`config.mk`:
```
export PLATFORM = sky130hd
export DESIGN_NAME = batch_dist_control_unit
export DESIGN_NICKNAME = d
export VERILOG_FILES = /design/src/rtl/batch_dist_control_unit.sv
export SDC_FILE = /design/constraint.sdc
export NUM_CORES = 1
export LEC_CHECK = 0
export CAP_MARGIN = 20
export CORE_MARGIN = 2
export CORE_UTILIZATION = 35
export CTS_BUF_LIST = sky130_fd_sc_hd__clkbuf_8 sky130_fd_sc_hd__clkbuf_16
export DETAILED_ROUTE_END_ITERATION = 16
export HOLD_SLACK_MARGIN = 0.06
export PLACE_DENSITY_LB_ADDON = 0.08
export SYNTH_ARGS = -nofsm -noshare
export SYNTH_HDL_FRONTEND = slang
export SYNTH_SLANG_ARGS = --single-unit
```
`constraint.sdc`:
```
create_clock -name clk -period 3.65 [get_ports clk]
set_clock_uncertainty 0.05 [all_clocks]
set_input_delay 0.365 -clock clk [delete_from_list [all_inputs] [get_ports clk]]
set_output_delay 0.365 -clock clk [all_outputs]
set_load 0.02 [all_outputs]
```
`src/rtl/batch_dist_control_unit.sv`:
```
// batch_dist_control_unit: sequences chunked distance computation for a batch of vectors.
// Optional watchdog abort enabled by defining DIST_TIMEOUT_EN.
module batch_dist_control_unit #(
    parameter int PIPE_WIDTH  = 16,
    parameter int ADD_WIDTH   = 10,
    parameter int VEC_WIDTH_W = 8,
    parameter int NVEC_W      = 8
) (
    input  logic                   clk,
    input  logic                   RST,
    input  logic                   START,
    input  logic [VEC_WIDTH_W-1:0] VECTOR_WIDTH,
    input  logic [NVEC_W-1:0]      NUM_VECTORS,
    input  logic                   RDY_Acc,
    input  logic                   RDY_Sqrt,
    output logic [PIPE_WIDTH-1:0]  EN_Pipe,
    output logic [ADD_WIDTH-1:0]   ADDR_RAM,
    output logic                   EN_Acc,
    output logic                   RST_Acc,
    output logic                   PRE_Acc,
    output logic                   RST_P,
    output logic                   EN_Sqrt,
    output logic                   RST_Sqrt,
    output logic                   WE_RES,
    output logic [NVEC_W-1:0]      ADDR_RES,
    output logic                   BUSY,
    output logic                   DONE,
    output logic                   ERR
);
    typedef enum logic [2:0] {
        IDLE, HARD_RESET, WAIT_ACC, SOFT_RESET, SQRT_WAIT, WRITE, FINISH
    } state_t;
    localparam logic [VEC_WIDTH_W:0] PW = (VEC_WIDTH_W+1)'(PIPE_WIDTH);
    state_t                 state_q, state_d;
    logic [VEC_WIDTH_W-1:0] vw_q, vw_d;
    logic [NVEC_W-1:0]      nv_q, nv_d, vec_q, vec_d;
    logic [ADD_WIDTH-1:0]   base_q, base_d;
    logic [VEC_WIDTH_W:0]   off_q, off_d, rem;
    logic                   last_chunk, busy;
`ifdef DIST_TIMEOUT_EN
    logic [7:0] wd_q, wd_d;
    logic       err_q, err_d, waiting, abort;
`endif
    assign rem        = {1'b0, vw_q} - off_q;
    assign last_chunk = rem <= PW;
    assign busy       = state_q != IDLE;
    // Counters keep their last values after a batch, so gate the datapath outputs in IDLE.
    assign ADDR_RAM = busy ? base_q + ADD_WIDTH'(off_q) : '0;
    assign EN_Pipe  = !busy ? '0 : rem >= PW ? '1 : (PIPE_WIDTH'(1) << rem) - PIPE_WIDTH'(1);
    assign EN_Acc   = state_q == HARD_RESET || state_q == WAIT_ACC || state_q == SOFT_RESET;
    assign RST_Acc  = state_q == HARD_RESET || state_q == SOFT_RESET;
    assign RST_P    = RST_Acc;
    assign PRE_Acc  = state_q == SOFT_RESET;
    assign EN_Sqrt  = state_q == SQRT_WAIT;
    assign RST_Sqrt = state_q == IDLE || state_q == HARD_RESET;
    assign WE_RES   = state_q == WRITE;
    assign ADDR_RES = WE_RES ? vec_q : '0;
    assign BUSY     = busy;
    assign DONE     = state_q == FINISH;
    always_comb begin
        state_d = state_q;
        vw_d    = vw_q;
        nv_d    = nv_q;
        vec_d   = vec_q;
        base_d  = base_q;
        off_d   = off_q;
        case (state_q)
            IDLE: if (START) begin
                if (VECTOR_WIDTH == '0 || NUM_VECTORS == '0) state_d = FINISH;
                else begin
                    state_d = HARD_RESET;
                    vw_d    = VECTOR_WIDTH;
                    nv_d    = NUM_VECTORS;
                    vec_d   = '0;
                    base_d  = '0;
                    off_d   = '0;
                end
            end
            HARD_RESET: begin
                off_d   = '0;
                state_d = WAIT_ACC;
            end
            WAIT_ACC:   if (RDY_Acc) state_d = last_chunk ? SQRT_WAIT : SOFT_RESET;
            SOFT_RESET: begin
                off_d   = off_q + PW;
                state_d = WAIT_ACC;
            end
            SQRT_WAIT:  if (RDY_Sqrt) state_d = WRITE;
            WRITE: if (vec_q == nv_q - NVEC_W'(1)) state_d = FINISH;
            else begin
                vec_d   = vec_q + NVEC_W'(1);
                base_d  = base_q + ADD_WIDTH'(vw_q);
                state_d = HARD_RESET;
            end
            default: state_d = IDLE;
        endcase
`ifdef DIST_TIMEOUT_EN
        waiting = state_q == WAIT_ACC || state_q == SQRT_WAIT;
        abort   = waiting && state_d == state_q && wd_q == 8'd254;
        if (abort) state_d = FINISH;
        err_d   = (state_q == IDLE && START) ? 1'b0 : err_q | abort;
        wd_d    = (waiting && state_d == state_q) ? wd_q + 8'd1 : 8'd0;
`endif
    end
    always_ff @(posedge clk) begin
        if (RST) begin
            state_q <= IDLE;
            vw_q    <= '0;
            nv_q    <= '0;
            vec_q   <= '0;
            base_q  <= '0;
            off_q   <= '0;
        end else begin
            state_q <= state_d;
            vw_q    <= vw_d;
            nv_q    <= nv_d;
            vec_q   <= vec_d;
            base_q  <= base_d;
            off_q   <= off_d;
        end
    end
`ifdef DIST_TIMEOUT_EN
    always_ff @(posedge clk) begin
        if (RST) begin
            wd_q  <= '0;
            err_q <= 1'b0;
        end else begin
            wd_q  <= wd_d;
            err_q <= err_d;
        end
    end
    assign ERR = err_q;
`else
    assign ERR = 1'b0;
`endif
endmodule

```
## After elaboration in Yosys (flattened, before gate mapping)

Index checks and enable logic that the tools add are counted.

| cells by class | value |
|---|---|
| reduce and logical (&&, ||, !) cells | 16 |
| mux-type cells | 22 |
| $lt $le $gt $ge | 2 |
| $add $sub $neg | 7 |
| shifts and indexed selects | 1 |
| bitwise operators | 1 |
| equality and inequality tests | 12 |

Operators by type and width:

| cell | number |
|---|---|
| 10-bit two-way mux | 4 |
| 16-bit two-way mux | 2 |
| 8-bit two-way mux | 4 |
| 9-bit one-hot mux with 3 select lines | 1 |
| 10-bit one-hot mux with 2 select lines | 1 |
| 3-bit two-way mux | 6 |
| 9-bit two-way mux | 2 |
| 8-bit zero test | 2 |
| 8-bit one-hot mux with 2 select lines | 1 |
| 1-bit by 9-bit left shift with 16-bit output (first input constant) | 1 |
| 16-bit by 1-bit subtractor with 16-bit output (second input constant) | 1 |
| 3-bit one-hot mux with 5 select lines | 1 |
| 10-bit by 8-bit adder with 10-bit output | 1 |
| 10-bit by 9-bit adder with 10-bit output | 1 |
| 2-bit inequality test (second input constant) | 5 |
| 9-bit by 5-bit adder with 9-bit output (second input constant) | 1 |
| 3-bit equality test (second input constant) | 3 |
| 9-bit by 5-bit >= comparator with 1-bit output (second input constant) | 1 |
| 9-bit by 5-bit less-or-equal comparator with 1-bit output (second input constant) | 1 |
| 3-bit AND reduction | 3 |
| 8-bit by 9-bit subtractor with 9-bit output | 1 |
| 8-bit by 1-bit adder with 8-bit output (second input constant) | 1 |
| 8-bit equality test | 1 |
| 8-bit by 1-bit subtractor with 8-bit output (second input constant) | 1 |
| other kinds (9) | 15 |

| storage, ports and cells | value |
|---|---|
| input port bits | 21 |
| word-level logic and storage cells | 67 |
| register bits after elaboration | 46 |
| output and inout bits | 44 |

## Depth between registers and ports, before layout

Gate-level depths: netlist of the first run.

| depth | value |
|---|---|
| depth in word-level cells | 5 |
| depth in mapped cells | 14 |
| gate-level depth less buffers | 13 |

## Worst setup path before layout of the first run

Ideal clock, no wire load.

| timing path | value |
|---|---|
| kind | reg2out |
| start | reg off_q[6] |
| end | out EN_Pipe[14] |
| data arrival time | 3.366 ns |
| path slack | -0.131 ns |
| buffers on the path | 0 |
| required time | 3.235 ns |
| stages on the path, launching flop included | 13 |
| cell sequence | dfxtp_1 -> inv_1 -> ha_1 -> o21ai_0 -> o2bb2ai_1 -> a211oi_1 -> o211ai_2 -> nor2_1 -> nand3b_1 -> ha_1 -> or3_1 -> or3_1 -> a31oi_1 |

| on the way | value |
|---|---|
| word-level cells in the longest chain between the ends | 5 |
| elaborated cells on any way between the ends | 6 |
| classes of those cells | 2 x add/sub; 1 x order compare; 1 x shift; 2 x mux |

Ends and longest elaborated chain:

| element | RTL line | RTL |
|---|---|---|
| start: declaration | 38 | `logic [VEC_WIDTH_W:0] off_q, off_d, rem;` |
| start signal: assignment | 112 | `off_q <= '0;` |
| start signal: assignment | 119 | `off_q <= off_d;` |
| 8-bit by 9-bit subtractor with 9-bit output (*) | 44 | `assign rem = {1'b0, vw_q} - off_q;` |
| 1-bit by 9-bit left shift with 16-bit output | 49 | `assign EN_Pipe = !busy ? '0 : rem >= PW ? '1 : (PIPE_WIDTH'(1) << rem) - PIPE_WIDTH'(1);` |
| 16-bit by 1-bit subtractor with 16-bit output | 49 |  |
| 16-bit two-way mux (*) (2 in series) | 49 |  |
| end: declaration | 16 | `output logic [PIPE_WIDTH-1:0] EN_Pipe,` |

Mark *: on every way between the ends. The rest lies on a longest branch, timed or not.

## Worst setup path in the final report of the first run

| timing path | value |
|---|---|
| start | reg off_q[5] |
| end | out EN_Pipe[14] |

Same word-level chain as after synthesis.

==> impl_metrics.py, run 1 <==
metrics = {
    "logic_synthesis": {
        "synthAdderAreaFrac_pct": 9.12,
        "synth_top_family_by_area": "simple AND/OR/NAND/NOR gates",
        "synth-simple-area-share_pct": 27.3,
        "yosys.area.top_type": "dfxtp_1",
        "synthFlopType": "dfxtp_1",
        "synthCells": 465,
        "synth_edf_count": 0,
        "synthTopCellsByArea": "dfxtp_1 24%, ha_1 8.3%, a21oi_1 6.9%",
        "synth_cell_types": 64,
        "syn_area_sq_um": 3480,
        "synth_compound_area_share_pct": 27.1,
        "muxShareOfSynthArea_pct": 0.323,
        "synthXorXnorAreaFrac_pct": 6.03,
        "ys_seq_area_share_pct": 24.1,
        "synth_top_area_share_pct": 24.1,
        "ys_async_sr_fraction_pct": 0,
        "yosys_warnings": 0,
        "syn_avg_cell_area_sq_um": 7.49,
        "ys_ff_latch": 42,
    },
    "layout": {
        "drive_gt1_share_pct": 12.5,
        "stdcell_area_sq_um": 4510,
        "final.fill_count": 999,
        "nets": 580,
        "mostFrequentLayoutCell": "clkdlybuf4s50_1",
        "n_antenna_cell": 0,
        "area_growth_pct": 29.3,
        "final_cell_mix": "56 x clkdlybuf4s50_1, 53 x nand2_1, 48 x a21oi_1, 42 x dfxtp_1, 36 x nor2_1",
    },
    "placement": {
        "dpl.hpwl_um": 7650,
        "io_buffers": 63,
        "place.gp.congestion": 0.856,
        "post_dp_cell_area_sq_um": 4380,
    },
    "die": {
        "die_y_um": 104,
        "io_pins": 65,
        "dieArea_sq_um": 10800,
        "die_w_um": 104,
        "core_sq_um": 9730,
        "rows": 36,
        "start_util_pct": 35.8,
    },
    "clock_network": {
        "ctsHoldBuffers": 0,
        "cts_num_sinks": 42,
        "cts_buffers": 5,
        "cts_tree": "built",
        "clk_pin_slew_ns": 0.10,
        "cts_root_buffer": "clkbuf_8",
        "clockBufferDepth": 2,
        "clk_latency_ns": 0.30,
        "htree_levels": 2,
    },
    "min_path": {
        "hold_class": "reg2reg",
    },
    "timing": {
        "maxSlewHeadroom_pct": 55.0,
        "period_needed_ns": 3.56,
        "setup_violations": 0,
        "finalCritPeriodShare_pct": 97.5,
        "finalHoldViolCount": 0,
        "whs_ns": 0.432,
        "fin_setup_tns_ns": 0,
        "rsz0062_at_grt": "yes",
        "tightest_slew_ns": 0.674,
        "fmax_mhz": 281,
        "slew_violations": 0,
    },
    "power_and_ir_drop": {
        "p_sw_uw": 812,
        "max-vdd-ir-drop_uv": 200,
        "swShare_pct": 42.3,
        "p_per_area_nw_per_um2": 426,
        "p_clk_share_pct": 20.4,
        "p_comb_share_pct": 51.9,
        "p_seq_share_pct": 27.7,
        "leakage_nw": 1.84,
        "totalPowerFinal_mw": 1.92,
        "intPower_mw": 1.11,
    },
    "drt": {
        "post_drt_via_cell_ratio": 5.32,
        "wl_met3_um": 367,
        "drc": 0,
        "ant_nets": 0,
        "drtIter0Drc": 144,
        "totalWireLength_um": 10100,
        "top_layer": "met4",
        "wl_met2_um": 5020,
        "met1Wirelength_um": 4580,
        "wl_per_cell_um": 15.0,
        "drt_first_pass_iters": 4,
        "vias": 3560,
    },
    "critical_path": {
        "worstSetupPathType": "reg2out",
        "regToRegSetupSlack_ns": 1.07,
        "crit_required_ns": 3.23,
        "crit_fanout": 4,
        "endpoint_kind": "primary output",
        "start_kind": "flop",
        "arrival_ns": 3.14,
    },
    "grt": {
        "grt_pass1_wl_um": 16500,
        "antenna_found_initial": 0,
        "overflow": 0,
        "grt.total_usage_pct": 18.4,
        "grt_pass1_vias": 3351,
        "grt_max_degree": 35,
    },
    "run_status": {
        "outcome": "completed",
    },
    "flow_run": {
        "max_cap_violations": 0,
    },
}
==> routing by layer <==
metal / vias to the layer above / GRT usage, %
met5: - / 0
met4: 0 / 4.05
met3: 10 / 3.27
met2: 58 / 32.4
met1: 1666 / 23.4
li1: 1826 / -
==> layout make-up <==
class	instances	area (sq um)	share of cell area (%)
clock inverters	3	43.8	0.972
inverters	20	75.1	1.67
flip-flops and latches	42	841	18.7
well taps	133	166	3.69
clock buffers	5	68.8	1.53
repair buffers	91	813	18.1
multi-input cells	375	2500	55.4
==> synthesized netlist by cell type (4+ instances only) <==
cell       number
nand2_1        53
a21oi_1        48
dfxtp_1        42
nor2_1         37
ha_1           23
clkbuf_1       20
inv_1          19
nand3_1        17
and2_1         16
o21ai_0        14
xnor2_1        12
xor2_1         12
o2111ai_1      10
and3_1          9
or3_1           9
a2111o_1        8
a211oi_1        8
a31oi_1         8
a21o_1          7
nand2b_1        7
or2_2           6
nor3_1          5
a211o_1         4
nand3b_1        4
nor4_1          4
==> through the flow <==
stage	std cells	util [%]	worst slack [ns]
6_report	669	46.3	0.0926
5_1_grt	669	46.3	-0.0378
4_1_cts	669	46.2	-0.128
3_5_place_dp	661	45.0	-0.119
3_3_place_gp	661	45.0	-0.0672
2_1_floorplan	466	-	0.0395
==> worst max-delay path, stage by stage, from the launching register on <==
cell      delay, ns
dfxtp_1        0.34
inv_1          0.05
ha_1           0.29
a21o_1         0.19
a31o_4         0.22
nor3_4         0.19
o211ai_2       0.11
nor2_2         0.15
nand3b_1       0.10
ha_2           0.22
or3_1          0.35
or3_1          0.31
a31oi_1        0.16
buf_4          0.16
==> worst paths after layout <==
path               from          end  cells after the start
max            off_q[5]  EN_Pipe[14]                     13
min             nv_q[7]      nv_q[7]                      2
max reg2reg  state_q[1]     off_q[7]                      6
min reg2reg     nv_q[7]      nv_q[7]                      2
==> cell families after synthesis <==
kind of cell	Yosys count
mux	1
other cells	2
fa+ha+maj	25
buf+inv	49
flops	42
xor+xnor	24
compound gates	137
simple gates	185
==> registers in the layout, summed over array words and instances (netlist names) <==
name / flops
base_q: 10
nv_q: 8
vec_q: 8
vw_q: 8
off_q: 5
state_q: 3
==> timing repair <==
action | in CTS | in global routing
resized for setup | 23 | 17
pin swaps | 0 | 4
setup buffers | 0 | 0
setup endpoints to repair | 8 | 7
==> power by group through the flow <==
stage | Clock, mW | Sequential, mW | Combinational, mW
4_1_cts | 0.400 | 0.531 | 1.00
3_5_place_dp | 0 | 0.542 | 1.01
3_3_place_gp | 0 | 0.541 | 1.00
6_report | 0.391 | 0.532 | 0.997
5_1_grt | 0.419 | 0.539 | 1.08
2_1_floorplan | 0 | 0.520 | 0.627
Power figures use the tool's default switching activity.
==> run 2, diff against run 1 <==
CORE_UTILIZATION = 58   (was 35)
DONT_BUFFER_PORTS = 1   (was unset)
PLACE_DENSITY = 0.8   (was unset)
PLACE_DENSITY_LB_ADDON = unset   (was 0.08)
==> run 2 against run 1 <==
Final cell count decreased by 19%. Worst setup slack worse by 0.0094 ns. Sequential share of layout area rose by 3.5 points. Critical endpoint unchanged.
==> impl_metrics.py, run 2 (synthesis results as in run 1) <==
metrics = {
    "critical_path": {
        "endpoint_kind": "primary output",
        "worstSetupPathType": "reg2out",
        "crit_fanout": 5,
        "start_kind": "flop",
        "regToRegSetupSlack_ns": 0.82,
        "cp-startpoint": "off_q[5]",
        "r2r-start": "nv_q[0]",
        "arrival_ns": 3.15,
        "crit_required_ns": 3.23,
    },
    "layout": {
        "fin_cells": 545,
        "area_growth_pct": 9.99,
        "n_antenna_cell": 0,
        "largest_register_ff_count": 10,
        "mostFrequentLayoutCell": "nand2_1",
        "final_cell_mix": "53 x nand2_1, 48 x a21oi_1, 37 x dfxtp_1, 33 x nor2_1, 25 x buf_4",
        "drive_gt1_share_pct": 14.7,
        "nets": 514,
        "largest_register": "base_q",
    },
    "clock_network": {
        "cts_tree": "built",
        "cts_num_sinks": 42,
        "clk_latency_ns": 0.30,
        "cts_buffers": 5,
        "htree_levels": 2,
        "clockBufferDepth": 2,
        "cts_root_buffer": "clkbuf_8",
        "clk_pin_slew_ns": 0.08,
        "ctsHoldBuffers": 0,
    },
    "grt": {
        "grt.total_usage_pct": 28.8,
        "grt_pass1_vias": 3237,
        "antenna_found_initial": 0,
        "grt_pass1_wl_um": 15100,
        "grt_max_degree": 35,
        "overflow": 0,
    },
    "timing": {
        "period_needed_ns": 3.57,
        "maxSlewHeadroom_pct": 41.0,
        "finalCritPeriodShare_pct": 97.7,
        "finalHoldViolCount": 0,
        "setup_violations": 0,
        "fmax_mhz": 280,
        "slew_violations": 0,
        "fin_setup_tns_ns": 0,
        "tightest_slew_ns": 0.880,
        "fin_ws_ns": 0.0832,
    },
    "drt": {
        "post_drt_via_cell_ratio": 6.52,
        "vias": 3553,
        "drc": 0,
        "wl_per_cell_um": 17.1,
        "totalWireLength_um": 9320,
        "ant_nets": 0,
        "drtIter0Drc": 230,
        "drt_first_pass_iters": 6,
    },
    "die": {
        "die_y_um": 81.5,
        "die_w_um": 81.5,
        "dieArea_sq_um": 6640,
        "core_sq_um": 5850,
        "rows": 28,
        "io_pins": 65,
        "start_util_pct": 59.5,
    },
    "power_and_ir_drop": {
        "p_clk_share_pct": 18.6,
        "p_comb_share_pct": 49.8,
        "leakage_nw": 1.58,
        "max-vdd-ir-drop_uv": 342,
        "swShare_pct": 45.1,
        "p_per_area_nw_per_um2": 444,
        "p_seq_share_pct": 31.6,
        "intPower_uw": 933,
        "p_sw_uw": 767,
    },
    "min_path": {
        "hp-start": "RST",
        "hold_class": "in2reg",
    },
    "placement": {
        "dpl.hpwl_um": 6750,
        "dp_worst_setup_slack_ns": 0.125,
        "dp.cells": 529,
        "io_buffers": 0,
        "place.gp.congestion": 0.949,
    },
    "run_status": {
        "outcome": "completed",
    },
    "flow_run": {
        "max_cap_violations": 0,
    },
}
[run 2: cell count changes in the layout (fill, tap and decap cells not counted), sizes merged]
cell and change:
bufinv -1, buf -8, clkdlybuf4s50 -56, clkbuf -1
[run 2: path summary, 6_finish.rpt]
kind	cells after the start	to
setup / recovery	13	EN_Pipe[14]
hold / removal	1	off_q[5]
setup reg to reg	9	base_q[9]
hold reg to reg	2	nv_q[7]
[run 2: layout make-up]
cell class / count / area (sq um)
clock inverters: 2 / 8.76
clock buffers: 6 / 82.6
inverters: 20 / 75.1
flip-flops and latches: 42 / 850
fillers: 503 / 2020
multi-input cells: 375 / 2530
repair buffers: 25 / 188
well taps: 75 / 93.8
[run 2: per-layer routing]
| layer | global-route usage [%] | share of wire [%] | wire [um] |
|---|---|---|---|
| met1 | 34.5 | 42 | 3900 |
| met4 | 11.0 | 2.6 | 245 |
| met5 | 0 | 0 | 0 |
| met2 | 51.1 | 49 | 4560 |
| met3 | 5.16 | 6.6 | 618 |
[run 2: critical path: stages (launching register included)]
cell      delay (ns)
dfxtp_4         0.36
inv_1           0.06
ha_4            0.26
a21o_1          0.18
a31o_4          0.23
nor3_4          0.21
o211ai_2        0.11
nor2_2          0.19
nand3b_1        0.10
ha_2            0.19
or3_1           0.31
or3_1           0.31
a31oi_1         0.17
buf_4           0.16
[run 2: power by group through the flow]
| stage | combinational (mW) | sequential [mW] | clock [mW] |
|---|---|---|---|
| floorplan | 0.627 | 0.520 | 0 |
| finish | 0.846 | 0.537 | 0.316 |
| global placement | 0.765 | 0.543 | 0 |
| detailed placement | 0.786 | 0.544 | 0 |
| CTS | 0.800 | 0.534 | 0.326 |
| global route | 0.912 | 0.542 | 0.334 |
[run 2: stage by stage]
step	cell area [sq um]	power (mW)	hold WS, ns	util (%)
finish	3830	1.70	0.0781	65.5
floorplan	3490	1.15	0.398	-
CTS	3710	1.66	0.0675	63.5
detailed placement	3590	1.33	0.389	61.4
global route	3830	1.79	0.0641	65.5
global placement	3590	1.31	0.388	61.4
[run 2: timing repair]
item	CTS	global route
pin swaps	1	10
setup buffers	1	7
gates resized for setup	7	16
setup endpoints to repair	7	7
